<file path="config.mk">
export PLATFORM = sky130hd
export DESIGN_NAME = counter_chain_sequencer
export DESIGN_NICKNAME = d
export VERILOG_FILES = /design/src/rtl/counter_chain_sequencer.sv
export SDC_FILE = /design/constraint.sdc
export NUM_CORES = 1
export LEC_CHECK = 0
export ABC_AREA = 1
export CAP_MARGIN = 40
export CORE_MARGIN = 2
export CORE_UTILIZATION = 45
export CTS_BUF_LIST = sky130_fd_sc_hd__clkbuf_16
export CTS_CLUSTER_DIAMETER = 50
export DETAILED_ROUTE_END_ITERATION = 10
export HOLD_SLACK_MARGIN = 0.05
export PLACE_DENSITY_LB_ADDON = 0.25
export SYNTH_ARGS = -nofsm -noshare
export SYNTH_HDL_FRONTEND = slang
export SYNTH_SLANG_ARGS = --single-unit
export TNS_END_PERCENT = 30
</file>
<file path="constraint.sdc">
create_clock -name clk -period 1.81 [get_ports clk]
set_clock_uncertainty 0.1 [all_clocks]
set_input_delay 0.362 -clock clk [delete_from_list [all_inputs] [get_ports clk]]
set_output_delay 0.362 -clock clk [all_outputs]
set_load 0.01 [all_outputs]
</file>
<file path="src/rtl/counter_chain_sequencer.sv">
// Run controller for the counter chain: clear, enable for a programmed window,
// settle one cycle, then capture the chain count and pulse done.
module counter_chain_sequencer #(
  parameter int COUNT_WIDTH  = 16,
  parameter int WINDOW_WIDTH = 32
) (
  input  logic                    clk,
  input  logic                    reset,
  input  logic                    start,
  input  logic                    abort,
  input  logic [WINDOW_WIDTH-1:0] window_len,
  input  logic [COUNT_WIDTH-1:0]  chain_count,
  output logic                    chain_enable,
  output logic                    chain_clear,
  output logic                    busy,
  output logic                    done,
  output logic                    aborted,
  output logic [COUNT_WIDTH-1:0]  result,
  output logic [WINDOW_WIDTH-1:0] elapsed
);

  localparam logic [1:0] S_IDLE   = 2'd0;
  localparam logic [1:0] S_CLEAR  = 2'd1;
  localparam logic [1:0] S_RUN    = 2'd2;
  localparam logic [1:0] S_SETTLE = 2'd3;

  localparam logic [WINDOW_WIDTH-1:0] W_ONE = WINDOW_WIDTH'(1);

  logic [1:0]              state, state_nxt;
  logic [WINDOW_WIDTH-1:0] remain;

  always_comb begin
    state_nxt = state;
    case (state)
      S_IDLE:   if (start) state_nxt = S_CLEAR;
      S_CLEAR:  state_nxt = ((remain != '0) && !abort) ? S_RUN : S_SETTLE;
      // remain is at least 1 in RUN, so it never wraps through zero
      S_RUN:    if ((remain == W_ONE) || abort) state_nxt = S_SETTLE;
      S_SETTLE: state_nxt = S_IDLE;
      default:  state_nxt = S_IDLE;
    endcase
  end

  // Outputs are registered from the next state so they line up with it
  always_ff @(posedge clk or negedge reset) begin
    if (!reset) begin
      state        <= S_IDLE;
      remain       <= '0;
      chain_enable <= 1'b0;
      chain_clear  <= 1'b0;
      busy         <= 1'b0;
      done         <= 1'b0;
      aborted      <= 1'b0;
      result       <= '0;
      elapsed      <= '0;
    end else begin
      state        <= state_nxt;
      chain_clear  <= (state_nxt == S_CLEAR);
      chain_enable <= (state_nxt == S_RUN);
      busy         <= (state_nxt != S_IDLE);
      done         <= (state == S_SETTLE);
      case (state)
        S_IDLE: if (start) begin
          remain  <= window_len;
          elapsed <= '0;
          aborted <= 1'b0;
        end
        S_CLEAR: aborted <= abort;
        S_RUN: begin
          remain  <= remain - W_ONE;
          elapsed <= elapsed + W_ONE;
          if (abort) aborted <= 1'b1;
        end
        S_SETTLE: result <= chain_count;
        default: ;
      endcase
    end
  end

endmodule

</file>
==> results of run 1 <==
metrics by stage:
step           hold WS, ns  std cells  power (mW)  area (um2)
6_report             0.350       1078        10.2        7540
5_1_grt              0.372       1078        10.9        7540
4_1_cts              0.356       1074        9.94        7310
3_5_place_dp         0.167       1053        7.87        6950
3_3_place_gp         0.170       1053        7.70        6950
2_1_floorplan      -0.0336        770        5.83        5360
final cells by class:
cell class                 instances  area [um2]
clock buffer                       9         225
clock inverter                     7        63.8
fill                             987        3970
inverter                          96         360
multi-input combinational        565        2910
sequential                        87        2180
tap                              143         179
timing repair buffer             171        1620
registers in the layout, indices dropped and copies added (netlist names):
name          count
elapsed          32
remain           32
result           16
state             2
aborted           1
busy              1
chain_clear       1
chain_enable      1
done              1
worst max path at each step:
stage | start | to | slack [ns] | cells past startpoint
global placement | start | elapsed[11]$_DFFE_PN0P_ | -0.27 | 10
floorplan | state[0]$_DFF_PN0_ | elapsed[26]$_DFFE_PN0P_ | 0.01 | 11
finish | state[1]$_DFF_PN0_ | elapsed[10]$_DFFE_PN0P_ | -0.005 | 9
CTS | remain[2]$_DFFE_PN0P_ | remain[25]$_DFFE_PN0P_ | 0.00002 | 10
detailed placement | start | elapsed[26]$_DFFE_PN0P_ | -0.35 | 10
global route | state[1]$_DFF_PN0_ | elapsed[10]$_DFFE_PN0P_ | -0.09 | 9
power by group:
| group | switching [mW] | internal, mW |
|---|---|---|
| sequential | 0.567 | 2.61 |
| combinational | 2.76 | 2.37 |
| clock | 0.814 | 1.06 |
| total | 4.14 | 6.03 |
cell families after synthesis:
logic type | Yosys count | share of synthesized area, %
compound gates | 106 | 10.4
fa+ha+maj | 8 | 1.87
buf+inv | 118 | 8.75
flops | 87 | 40.6
mux | 17 | 3.55
simple gates | 434 | 34.8
layer usage:
metal / routed length (um) / part of all wire, % / vias to the layer above / GRT usage (%)
met5: 0 / 0 / - / 0
met4: 382 / 2.5 / 0 / 9.84
met3: 753 / 4.8 / 36 / 3.32
met2: 8030 / 52 / 186 / 44.6
met1: 6420 / 41 / 2653 / 29.8
li1: - / - / 2785 / -
layout by cell type (no fill, tap or decap), types with 10 or more instances in the layout:
cell type | Yosys | layout
a21oi_1 | 37 | 34
nand3_1 | 55 | 51
nand4_1 | 12 | 12
mux2_2 | 16 | 16
o21ai_0 | 57 | 51
nand2_1 | 213 | 203
nor2_1 | 108 | 96
dlygate4sd2_1 | 0 | 12
nor3_1 | 20 | 17
inv_1 | 95 | 87
dfrtp_1 | 87 | 81
nand2_2 | 2 | 10
nor2_2 | 8 | 13
clkdlybuf4s50_1 | 0 | 82
buf_4 | 2 | 59
timing repair:
action | CTS | global route
endpoints found under the setup margin | 60 | 64
hold buffers | 1 | 0
buffers inserted | 4 | 4
endpoints found under the hold margin | 16 | 0
gates resized for setup | 26 | 68
pin swaps | 1 | 10
==> flow_metrics.env, run 1 <==
export IMPL_vias_per_cell=5.25
export IMPL_slew_headroom_pct=72.1
export IMPL_fin_ws_ns=-0.00525
export IMPL_io_buffers=104
export IMPL_synth_edf_count=0
export IMPL_drive_above_1_share_pct=17.8
export IMPL_cp_top_family="compound AO/OA/AOI/OAI gates"
export IMPL_grt_pass1_wl_mm=25.6
export IMPL_crit_chain="buf_4, ha_4, o21ai_4, nor2_2, buf_4, nand2_2, nor2_1, a21oi_2, nor3_2"
export IMPL_cpMostUsedCell="buf_4"
export IMPL_cts_tree="done"
export IMPL_hold_violations=0
export IMPL_clk_latency_ns=0.35
export IMPL_vias=5660
export IMPL_initial_core_util_pct=46.5
export IMPL_violations="DRC, setup timing"
export IMPL_status="finished with violations"
export IMPL_area_delta_synth_final_pct=40.7
export IMPL_critPathKind="register to register"
export IMPL_avgSynthCellArea_um2=6.96
export IMPL_final_max_slew_violation_count=0
export IMPL_dieArea_mm2=0.0128
export IMPL_arrival_ns=1.95
export IMPL_numCtsBuffers=9
export IMPL_syn_inst=770
export IMPL_critPathBufInv=2
export IMPL_antenna_found_initial=0
export IMPL_synth_async_sr_flop_share_pct=100
export IMPL_globalRouteTotalUtil_pct=24.7
export IMPL_endpoint_kind="register"
export IMPL_ant_nets=0
export IMPL_setup_violations=1
export IMPL_synth_area_mm2=0.00536
export IMPL_crit_fanout=5
export IMPL_maxCapViolCount=0
export IMPL_setup_tns_ns=-0.00525
export IMPL_synthTopCellsByCount="nand2_1 (213), nor2_1 (108), inv_1 (95), dfrtp_1 (87), o21ai_0 (57)"
export IMPL_cts_root_buf="clkbuf_16"
export IMPL_min_path_type="input port to async pin"
export IMPL_synth_seq_cells=87
export IMPL_dp_slack_ns=-0.350
export IMPL_slowest_stage="dfrtp_1"
export IMPL_drtIter0Drc=438
export IMPL_crit_reg2reg_capture="elapsed[10]$_DFFE_PN0P_"
export IMPL_yosysSeqAreaShare_pct=40.6
export IMPL_first_global_vias=5536
export IMPL_core_mm2=0.0115
export IMPL_cts_path_max_buffers=2
export IMPL_place_congestion=0.924
export IMPL_dp_hpwl_mm=11.5
export IMPL_power_density_mw_per_mm2=1350
export IMPL_r2r_start="state[1]$_DFF_PN0_"
export IMPL_post_route_util_pct=65.5
export IMPL_synthFlopType="dfrtp_1"
export IMPL_grt_max_degree=36
export IMPL_die_x_um=113
export IMPL_synth_fp_nets=830
export IMPL_critPathLaunchType="register"
export IMPL_antenna_diode_count=0
export IMPL_leakage_nw=3.54
export IMPL_clk_pin_slew_ns=0.06
export IMPL_grt_setup_unrepaired="true"
export IMPL_io_pins=105
export IMPL_fin_crit_sh_pct=100
export IMPL_required_ns=1.94
export IMPL_finalCriticalPeriod_ns=1.82
export IMPL_rr_worst_depth=9
export IMPL_nNetsFinal=990
export IMPL_drc=7
export IMPL_firstDrtPassIters=8
export IMPL_wire_per_inst_um=14.5
export IMPL_synth_top_cell_area_share_pct=40.6
export IMPL_post_synth_top_count_cell="nand2_1"
export IMPL_ys_types=37
export IMPL_ys_warn_count=0
export IMPL_rows=39
export IMPL_vdd_ir_drop_max_uv=620
export IMPL_worst_pin_slew_ns=0.416
export IMPL_rrSetupSlack_ns=-0.005
export IMPL_htreeDepth=3
export IMPL_drt_wl_total_mm=15.6
export IMPL_fp_dieH_um=113
export IMPL_max_freq_mhz=551
export IMPL_cts_sinks=87
export IMPL_grt_ovfl_total=0
export IMPL_yosys_area_top_type="dfrtp_1"
export IMPL_cpPeakStageDelay_ns=0.40
export IMPL_synthTopCellsByArea="dfrtp_1 (41%), nand2_1 (15%), nor2_1 (7.6%)"
Power figures use the tool's default switching activity.
==> inputs of run 2 (changes only) <==
--- a/config.mk
+++ b/config.mk
@@ -14,6 +14,7 @@
 export DETAILED_ROUTE_END_ITERATION = 10
 export HOLD_SLACK_MARGIN = 0.05
 export PLACE_DENSITY_LB_ADDON = 0.25
+export SLEW_MARGIN = 15
 export SYNTH_ARGS = -nofsm -noshare
 export SYNTH_HDL_FRONTEND = slang
 export SYNTH_SLANG_ARGS = --single-unit
==> constraint.sdc (replaced) <==
create_clock -name clk -period 1.81 [get_ports clk]
set_clock_uncertainty 0.1 [all_clocks]
set_input_delay 0.362 -clock clk [delete_from_list [all_inputs] [get_ports clk]]
set_output_delay 0.362 -clock clk [all_outputs]
set_load 0.005 [all_outputs]
==> flow_metrics.env, run 2 (synthesis gave the netlist of run 1 again) <==
export IMPL_slowest_stage="dfrtp_1"
export IMPL_antenna_found_initial=0
export IMPL_io_pins=105
export IMPL_numCtsBuffers=9
export IMPL_antenna_diode_count=0
export IMPL_arrival_ns=1.94
export IMPL_clk_latency_ns=0.35
export IMPL_rows=39
export IMPL_leakage_nw=3.44
export IMPL_fp_dieH_um=113
export IMPL_violations="DRC"
export IMPL_htreeDepth=3
export IMPL_place_congestion=0.924
export IMPL_grt_pass1_wl_mm=25.6
export IMPL_max_freq_mhz=553
export IMPL_grt_setup_unrepaired="true"
export IMPL_final_max_slew_violation_count=0
export IMPL_vias_per_cell=5.27
export IMPL_cts_sinks=87
export IMPL_place_inst=1053
export IMPL_nNetsFinal=990
export IMPL_first_global_vias=5530
export IMPL_power_mw=10.1
export IMPL_grt_ovfl_total=0
export IMPL_cpMostUsedCell="buf_4"
export IMPL_cpPeakStageDelay_ns=0.40
export IMPL_setup_violations=0
export IMPL_wire_per_inst_um=14.5
export IMPL_initial_core_util_pct=46.5
export IMPL_drc=7
export IMPL_vdd_ir_drop_max_uv=609
export IMPL_fin_crit_sh_pct=99.9
export IMPL_min_path_type="input port to async pin"
export IMPL_area_delta_synth_final_pct=41.1
export IMPL_ant_nets=0
export IMPL_endpoint_kind="register"
export IMPL_dp_hpwl_mm=11.5
export IMPL_largestRegisters="elapsed (32), remain (32), result (16)"
export IMPL_slew_headroom_pct=74.1
export IMPL_critPathKind="register to register"
export IMPL_core_mm2=0.0115
export IMPL_drt_wl_total_mm=15.6
export IMPL_final_cell_mix="nand2_1 (203), nor2_1 (96), clkdlybuf4s50_1 (95)"
export IMPL_drtIter0Drc=434
export IMPL_required_ns=1.95
export IMPL_dieArea_mm2=0.0128
export IMPL_clk_pin_slew_ns=0.07
export IMPL_worst_pin_slew_ns=0.385
export IMPL_finalCriticalPeriod_ns=1.81
export IMPL_maxCapViolCount=0
export IMPL_status="finished with violations"
export IMPL_die_x_um=113
export IMPL_grt_max_degree=36
export IMPL_firstDrtPassIters=8
export IMPL_crit_fanout=5
export IMPL_critPathLaunchType="register"
export IMPL_io_buffers=104
export IMPL_globalRouteTotalUtil_pct=24.7
export IMPL_holdWs_ns=0.348
export IMPL_final_common_cell="nand2_1"
export IMPL_drive_above_1_share_pct=18.1
export IMPL_cts_tree="done"
export IMPL_crit_chain="buf_4, ha_4, o21ai_4, nor2_2, buf_4, nand2_2, nor2_1, a21oi_2, nor3_2"
export IMPL_vias=5683
export IMPL_cts_path_max_buffers=2
export IMPL_power_density_mw_per_mm2=1340
export IMPL_rr_worst_depth=9
export IMPL_hold_violations=0
export IMPL_cts_root_buf="clkbuf_16"
export IMPL_fin_cells=1078
[run 2: cell types whose count changed in the layout (fill, tap and decap cells not counted)]
cell	delta
dfrtp_2	+3
dlygate4sd2_1	-11
dlymetal6s2s_1	-2
buf_4	-2
dfrtp_1	-3
clkdlybuf4s50_1	+13
buf_6	+2
[run 2: timing repair]
| item | 4_1_cts | 5_1_grt |
|---|---|---|
| hold endpoints to repair | 16 | 0 |
| setup buffers | 4 | 4 |
| hold buffers | 1 | 0 |
| gates resized for setup | 15 | 71 |
| endpoints found under the setup margin | 50 | 65 |
| pin swaps | 1 | 10 |
[run 2: area by class of cell]
cell class                 instances  area [um2]
clock buffer                       9         225
clock inverter                     7        63.8
fill                             986        3950
inverter                          96         360
multi-input combinational        565        2910
sequential                        87        2190
tap                              143         179
timing repair buffer             171        1630
[run 2: path summary, 6_finish.rpt]
path	start	endpoint	slack, ns
min in group clk	aborted$_DFFE_PN0P_	aborted$_DFFE_PN0P_	0.39
max in group asynchronous	reset	elapsed[14]$_DFFE_PN0P_	0.68
worst max register to register	state[1]$_DFF_PN0_	elapsed[10]$_DFFE_PN0P_	0.002
worst max-delay path	state[1]$_DFF_PN0_	elapsed[10]$_DFFE_PN0P_	0.002
worst min-delay path	reset	elapsed[4]$_DFFE_PN0P_	0.35
worst min register to register	aborted$_DFFE_PN0P_	aborted$_DFFE_PN0P_	0.39
[run 2: power by group]
group          internal, mW  switching (mW)  leakage (nW)
clock network          1.06           0.822         0.139
registers              2.61           0.567          1.08
logic                  2.39            2.66          2.22
total                  6.05            4.05          3.44
[run 2: metal layers]
layer | GRT usage, % | share of wire, % | vias to the layer above | routed length [um]
met5 | 0 | 0 | - | 0
met4 | 9.84 | 2.5 | 0 | 387
met3 | 3.21 | 5.3 | 36 | 828
met2 | 44.5 | 51 | 196 | 8020
met1 | 29.8 | 41 | 2667 | 6350
li1 | - | - | 2784 | -
[run 2: metrics by stage]
stage | utilization [%] | area [um2] | setup slack (ns) | setup TNS [ns]
after floorplan | - | 5360 | 0.0114 | 0
after global routing | 65.7 | 7560 | -0.0876 | -0.530
after detailed placement | 60.4 | 6950 | -0.350 | -9.09
final | 65.7 | 7560 | 0.00242 | 0
after CTS | 63.6 | 7320 | 0.0000246 | 0
after global placement | 60.4 | 6950 | -0.273 | -7.47
[run 2: critical path, delay by kind of cell (launching register included)]
family	cells	cell delay (ns)
compound gates	2	0.43
flops	1	0.40
buf+inv	2	0.33
simple gates	4	0.25
fa+ha+maj	1	0.18
